$ cat config.mk
export PLATFORM = sky130hd
export DESIGN_NAME = mode7_affine_seq
export DESIGN_NICKNAME = d
export VERILOG_FILES = /design/src/rtl/mode7_affine_seq.sv
export SDC_FILE = /design/constraint.sdc
export NUM_CORES = 2
export LEC_CHECK = 0
export ABC_AREA = 0
export BUFFER_PORTS_ARGS = -buffer_cell sky130_fd_sc_hd__buf_2
export CAP_MARGIN = 20
export CORE_UTILIZATION = 56
export CTS_BUF_LIST = sky130_fd_sc_hd__clkbuf_16
export DETAILED_ROUTE_END_ITERATION = 8
export PLACE_DENSITY_LB_ADDON = 0.2
export SLEW_MARGIN = 0
export SYNTH_ARGS = -nofsm -noshare
export SYNTH_HDL_FRONTEND = slang
export SYNTH_SLANG_ARGS = --single-unit
$ cat constraint.sdc
create_clock -name i_clk -period 4.3 [get_ports i_clk]
set_input_delay 0.645 -clock i_clk [delete_from_list [all_inputs] [get_ports i_clk]]
set_output_delay 0.645 -clock i_clk [all_outputs]
set_load 0.01 [all_outputs]
$ cat src/rtl/mode7_affine_seq.sv
// Mode 7 affine sequencer: u/v = M*(s - centre) + centre, sharing one external
// sign-magnitude multiplier across the four matrix products (8-cycle cadence).
module mode7_affine_seq #(
    parameter int SIZE = 24,
    parameter int FRAC = 8
) (
    input  logic            i_clk,
    input  logic            i_rst,
    input  logic            i_start,
    output logic            o_ready,
    input  logic [SIZE-1:0] i_mat_a,
    input  logic [SIZE-1:0] i_mat_b,
    input  logic [SIZE-1:0] i_mat_c,
    input  logic [SIZE-1:0] i_mat_d,
    input  logic [SIZE-1:0] i_x0,
    input  logic [SIZE-1:0] i_y0,
    input  logic [SIZE-1:0] i_sx,
    input  logic [SIZE-1:0] i_sy,
    output logic [SIZE-1:0] o_mul_a,
    output logic [SIZE-1:0] o_mul_b,
    input  logic [SIZE-1:0] i_mul_p,
    output logic [SIZE-1:0] o_u,
    output logic [SIZE-1:0] o_v,
    output logic            o_out_valid,
    output logic            o_ovf
);

    localparam int MW = SIZE - 1;

    if (FRAC < 0 || FRAC > MW) begin : gBadFrac
        $error("mode7_affine_seq: FRAC must lie within the magnitude field");
    end

    typedef enum logic [2:0] {
        S_IDLE, S_DIFF, S_MUL0, S_MUL1, S_MUL2, S_MUL3, S_SUM, S_DONE
    } state_t;

    // Returns {overflow, sign, magnitude}; negative zero in is zero, zero out is positive.
    function automatic logic [SIZE:0] smAdd(input logic [SIZE-1:0] a, input logic [SIZE-1:0] b);
        logic [MW-1:0] ma, mb, mr;
        logic          sa, sb, sr, of;
        logic [MW:0]   sum;
        ma  = a[MW-1:0];
        mb  = b[MW-1:0];
        sa  = a[SIZE-1] && (ma != '0);
        sb  = b[SIZE-1] && (mb != '0);
        of  = 1'b0;
        sum = {1'b0, ma} + {1'b0, mb};
        if (sa == sb) begin
            sr = sa;
            if (sum[MW]) begin
                mr = '1;
                of = 1'b1;
            end else begin
                mr = sum[MW-1:0];
            end
        end else if (ma >= mb) begin
            sr = sa;
            mr = ma - mb;
        end else begin
            sr = sb;
            mr = mb - ma;
        end
        if (mr == '0) sr = 1'b0;
        return {of, sr, mr};
    endfunction

    function automatic logic [SIZE:0] smSub(input logic [SIZE-1:0] a, input logic [SIZE-1:0] b);
        return smAdd(a, {~b[SIZE-1], b[MW-1:0]});
    endfunction

    state_t          r_state, w_stateNext;
    logic [SIZE-1:0] r_matA, r_matB, r_matC, r_matD, r_x0, r_y0, r_sx, r_sy;
    logic [SIZE-1:0] r_dx, r_dy, r_accU, r_accV, r_u, r_v, r_mulA, r_mulB;
    logic [SIZE-1:0] w_mulANext, w_mulBNext;
    logic            r_ovfAcc, r_ovf, r_outValid, w_ready;
    logic [SIZE:0]   w_diffX, w_diffY, w_accUAdd, w_accVAdd, w_sumU, w_sumV;

    assign w_diffX   = smSub(r_sx, r_x0);
    assign w_diffY   = smSub(r_sy, r_y0);
    assign w_accUAdd = smAdd(r_accU, i_mul_p);
    assign w_accVAdd = smAdd(r_accV, i_mul_p);
    assign w_sumU    = smAdd(r_accU, r_x0);
    assign w_sumV    = smAdd(r_accV, r_y0);

    always_ff @(posedge i_clk) begin
        if (i_rst) r_state <= S_IDLE;
        else       r_state <= w_stateNext;
    end

    // Operands are registered one state ahead so they are stable for the whole MUL cycle.
    always_comb begin
        w_stateNext = r_state;
        w_ready     = 1'b0;
        w_mulANext  = '0;
        w_mulBNext  = '0;
        unique case (r_state)
            S_IDLE: begin
                w_ready = 1'b1;
                if (i_start) w_stateNext = S_DIFF;
            end
            S_DIFF: begin
                w_stateNext = S_MUL0;
                w_mulANext  = r_matA;
                w_mulBNext  = w_diffX[SIZE-1:0];
            end
            S_MUL0: begin
                w_stateNext = S_MUL1;
                w_mulANext  = r_matB;
                w_mulBNext  = r_dy;
            end
            S_MUL1: begin
                w_stateNext = S_MUL2;
                w_mulANext  = r_matC;
                w_mulBNext  = r_dx;
            end
            S_MUL2: begin
                w_stateNext = S_MUL3;
                w_mulANext  = r_matD;
                w_mulBNext  = r_dy;
            end
            S_MUL3: w_stateNext = S_SUM;
            S_SUM:  w_stateNext = S_DONE;
            S_DONE: w_stateNext = S_IDLE;
            default: w_stateNext = S_IDLE;
        endcase
    end

    always_ff @(posedge i_clk) begin
        if (i_rst) begin
            r_matA <= '0; r_matB <= '0; r_matC <= '0; r_matD <= '0;
            r_x0 <= '0; r_y0 <= '0; r_sx <= '0; r_sy <= '0;
            r_dx <= '0; r_dy <= '0; r_accU <= '0; r_accV <= '0;
            r_u <= '0; r_v <= '0; r_mulA <= '0; r_mulB <= '0;
            r_ovfAcc <= 1'b0; r_ovf <= 1'b0; r_outValid <= 1'b0;
        end else begin
            r_mulA     <= w_mulANext;
            r_mulB     <= w_mulBNext;
            r_outValid <= 1'b0;
            case (r_state)
                S_IDLE: if (i_start) begin
                    r_matA <= i_mat_a; r_matB <= i_mat_b; r_matC <= i_mat_c; r_matD <= i_mat_d;
                    r_x0 <= i_x0; r_y0 <= i_y0; r_sx <= i_sx; r_sy <= i_sy;
                    r_ovfAcc <= 1'b0;
                end
                S_DIFF: begin
                    r_dx     <= w_diffX[SIZE-1:0];
                    r_dy     <= w_diffY[SIZE-1:0];
                    r_ovfAcc <= r_ovfAcc | w_diffX[SIZE] | w_diffY[SIZE];
                end
                S_MUL0: r_accU <= i_mul_p;
                S_MUL1: begin
                    r_accU   <= w_accUAdd[SIZE-1:0];
                    r_ovfAcc <= r_ovfAcc | w_accUAdd[SIZE];
                end
                S_MUL2: r_accV <= i_mul_p;
                S_MUL3: begin
                    r_accV   <= w_accVAdd[SIZE-1:0];
                    r_ovfAcc <= r_ovfAcc | w_accVAdd[SIZE];
                end
                S_SUM: begin
                    r_accU   <= w_sumU[SIZE-1:0];
                    r_accV   <= w_sumV[SIZE-1:0];
                    r_ovfAcc <= r_ovfAcc | w_sumU[SIZE] | w_sumV[SIZE];
                end
                S_DONE: begin
                    r_u        <= r_accU;
                    r_v        <= r_accV;
                    r_ovf      <= r_ovfAcc;
                    r_outValid <= 1'b1;
                end
                default: ;
            endcase
        end
    end

    assign o_ready     = w_ready;
    assign o_mul_a     = r_mulA;
    assign o_mul_b     = r_mulB;
    assign o_u         = r_u;
    assign o_v         = r_v;
    assign o_ovf       = r_ovf;
    assign o_out_valid = r_outValid;

endmodule
==> results_dict.tcl <==
set metrics [dict create \
    outcome "completed" \
    cts_num_sinks 390 \
    multiInputGateArea_sq_um 27000 \
    async_reset_ff_frac 0 \
    grt-ovfl-total 0 \
    crit_path_start "r_x0[16]$_SDFFE_PP0P_" \
    synth_xor_area_frac 0.0184 \
    cellPowerDensity_nw_per_um2 410 \
    htreeDepth 2 \
    yosysTopAreaCellShare 0.214 \
    crit_fanout 9 \
    clk_path_buf_depth 3 \
    slowest_delay_ns 0.45 \
    synthFlopType "dfxtp_1" \
    drive_gt1_frac 0.218 \
    synth_edf_count 0 \
    clkTransAtPathRegs_ns 0.07 \
    critPathSlowestCell "xnor2_1" \
    critPathRequiredTime_ns 4.78 \
    syn_nets 5792 \
    clockRootBuffer "clkbuf_16" \
    start_kind "flip-flop" \
    regToRegStartpoint "r_x0[16]$_SDFFE_PP0P_" \
    p_leak_nw 20.8 \
    track_usage 0.480 \
    tightest_slew_ns 1.11 \
    r2r-end "o_mul_b[23]$_SDFF_PP0_" \
    route.detailed.drc 0 \
    ant_nets 0 \
    io_pins 318 \
    final_cells 6813 \
    area_growth_pct 25.8 \
    cp.arrival_ns 4.75 \
    hold_path_class "in -> reg" \
    die_w_um 257 \
    dpl.hpwl_mm 131 \
    cts_tree "built" \
    drv_slew 0 \
    worst_r2r_path_depth 18 \
    core-area_sq_um 64500 \
    clk_latency_ns 0.65 \
    grt_pass1_vias 42259 \
    grt_pass1_wl_mm 248 \
    netlist_top_cells_count "a21oi_1, nand2_1, nor2_1" \
    rrSetupSlack_ns 0.03 \
    synth.distinct_cells 88 \
    synth_top_family_by_area "compound AO/OA/AOI/OAI gates" \
    vias 45205 \
    drt-vias-per-instance 6.64 \
    finalCriticalPeriod_ns 4.27 \
    wl_per_cell_um 24.7 \
    grt_antenna_before_repair 7 \
    synth_mux_area_frac 0.0194 \
    synth_fa_ha_area_frac 0.154 \
    syn_area_sq_um 36600 \
    fmaxAchievable_ghz 0.234 \
    num-fill-cells 5278 \
    end_kind "flip-flop" \
    totalPowerFinal_mw 18.9 \
    drv_cap 0 \
    placed_area_sq_um 43700 \
    synth_compound_gate_area_share 0.320 \
    critical_path_class "reg -> reg" \
    hold_violations 0 \
    drtIter0Drc 6567 \
    first_pass_iters 8 \
    syn-mean-instance-area_sq_um 7.12 \
    slew_headroom 0.258 \
    place_congestion 1.13 \
    final_area_sq_um 46000 \
    numCtsBuffers 46 \
    fp-row-count 93 \
    yosysMostFrequentCell "a21oi_1" \
    dieArea_sq_um 66300 \
    ys_warn_count 0 \
    register_area_sq_um 7830 \
    fin_crit_sh 0.994 \
    grt_start_max_net_pins 182 \
    rsz0062_at_grt "yes" \
    irDropWorstVdd_uv 466 \
    synth_area_leaders "dfxtp_1, ha_1, a21oi_1, nand2_1, nor2_1" \
    die_y_um 257 \
    numPortBuffers 317 \
    syn_inst 5135 \
    totalWireLength_mm 168 \
    finClkSkew_ns 0.0397 \
    dp.cells 6714 \
    yosysTopAreaCell "dfxtp_1" \
    crit_end "o_mul_b[23]$_SDFF_PP0_" \
    ys_seq_area_frac 0.214 \
    fin_nets 6577 \
    start_util 0.567 \
    yosys.area_share.simple 0.210 \
    setup_violations 0 \
    hold_buffers 0 \
    postSynthRegisterBits 390 \
    crit_chain "inv_1 -> ha_2 -> buf_4 -> nand4_1 -> nor2_1 -> a32oi_2 -> o211ai_1 -> nor2_1 -> buf_4 -> buf_4 -> mux2i_1 -> mux2i_1 -> xnor2_1 -> nand4_1 -> nor4_1 -> nand4_1 -> nand3_1 -> a21oi_2" \
]
[how the worst min path moves through the flow]
stage                                    endpoint                    from  slack (ns)  cells after the start
after global placement      r_dx[21]$_SDFFE_PP0N_   r_dx[21]$_SDFFE_PP0N_        0.44                      2
after floorplan             r_dx[21]$_SDFFE_PP0N_   r_dx[21]$_SDFFE_PP0N_        0.43                      2
after global routing         r_sx[0]$_SDFFE_PP0P_                 i_sx[0]        0.23                      3
final                     r_matC[13]$_SDFFE_PP0P_             i_mat_c[13]        0.22                      3
after CTS                 r_matC[13]$_SDFFE_PP0P_             i_mat_c[13]        0.21                      3
after detailed placement   r_matB[6]$_SDFFE_PP0P_  r_matB[6]$_SDFFE_PP0P_        0.45                      2
[layer usage]
metal,GRT usage,wire length (um),up-vias
met5,0,63,-
li1,-,-,20087
met4,0.310,12700,10
met2,0.736,71500,3211
met1,0.602,63700,21077
met3,0.114,20400,820
[where the power goes]
group / leakage [nW] / total [mW] / internal [mW] / switching [mW]
sequential: 3.19 / 4.17 / 3.89 / 0.277
clock: 0.802 / 4.34 / 2.48 / 1.86
combinational: 16.8 / 10.4 / 4.16 / 6.20
[critical path, delay by kind of cell (launching register included)]
kind,cells,cell delay [ns]
AND/OR/NAND/NOR,7,1.24
buffers and inverters,4,0.84
AO/OA/AOI/OAI,3,0.58
XOR/XNOR,1,0.45
adder cells (fa/ha/maj),1,0.38
multiplexers,2,0.32
flip-flops,1,0.31
[cells by family after synthesis]
kind of cell / count (synthesis)
flip-flops: 390
AO/OA/AOI/OAI: 1834
adder cells (fa/ha/maj): 438
buffers and inverters: 618
AND/OR/NAND/NOR: 1709
multiplexers: 69
XOR/XNOR: 77
[per-stage QoR]
| step | hold WS, ns | util | worst slack [ns] | TNS (ns) |
|---|---|---|---|---|
| after global placement | 0.437 | 0.678 | -0.256 | -0.377 |
| final | 0.224 | 0.714 | 0.0263 | 0 |
| after global routing | 0.230 | 0.714 | -0.0615 | -0.0703 |
| after detailed placement | 0.446 | 0.678 | -0.217 | -0.543 |
| after floorplan | 0.431 | - | 0.217 | 0 |
| after CTS | 0.211 | 0.704 | 0.00493 | 0 |
[cell usage in the layout, fill, tap and decap left out, types with 71 or more instances in the layout]
cell type and n:
nor3_1 105, ha_1 411, nand3_1 74, nor2_1 469
dfxtp_1 373, a21o_1 71, a31oi_1 71, buf_4 721
buf_2 316, a211oi_1 77, inv_1 298, nand2_1 669
a21oi_1 675, o21ai_0 268
[what timing repair did]
action,4_1_cts,5_1_grt
endpoints found under the setup margin,2,19
gates cloned,0,1
resized for setup,4,107
setup buffers,0,12
pin swaps,0,19
[flip-flops by register name, indices dropped and copies added, names as in the netlist, 3 cells and up]
| name | flops |
|---|---|
| o_mul_a | 24 |
| r_state | 3 |
| r_dy | 24 |
| r_y0 | 24 |
| r_matB | 24 |
| r_x0 | 24 |
| o_v | 24 |
| r_dx | 24 |
| r_matA | 24 |
| r_sy | 24 |
| r_accV | 24 |
| r_matD | 24 |
| r_matC | 24 |
| r_accU | 24 |
| o_mul_b | 24 |
| o_u | 24 |
| r_sx | 24 |
[cell type report]
type	instances	area share
diodes	1	0.0000544
clock buffers	46	0.0250
clock inverters	39	0.0109
inverters	300	0.0246
multi-input cells	4128	0.587
flip-flops and latches	390	0.170
well taps	855	0.0233
repair buffers	1054	0.159
(Power assumes the default switching activity.)
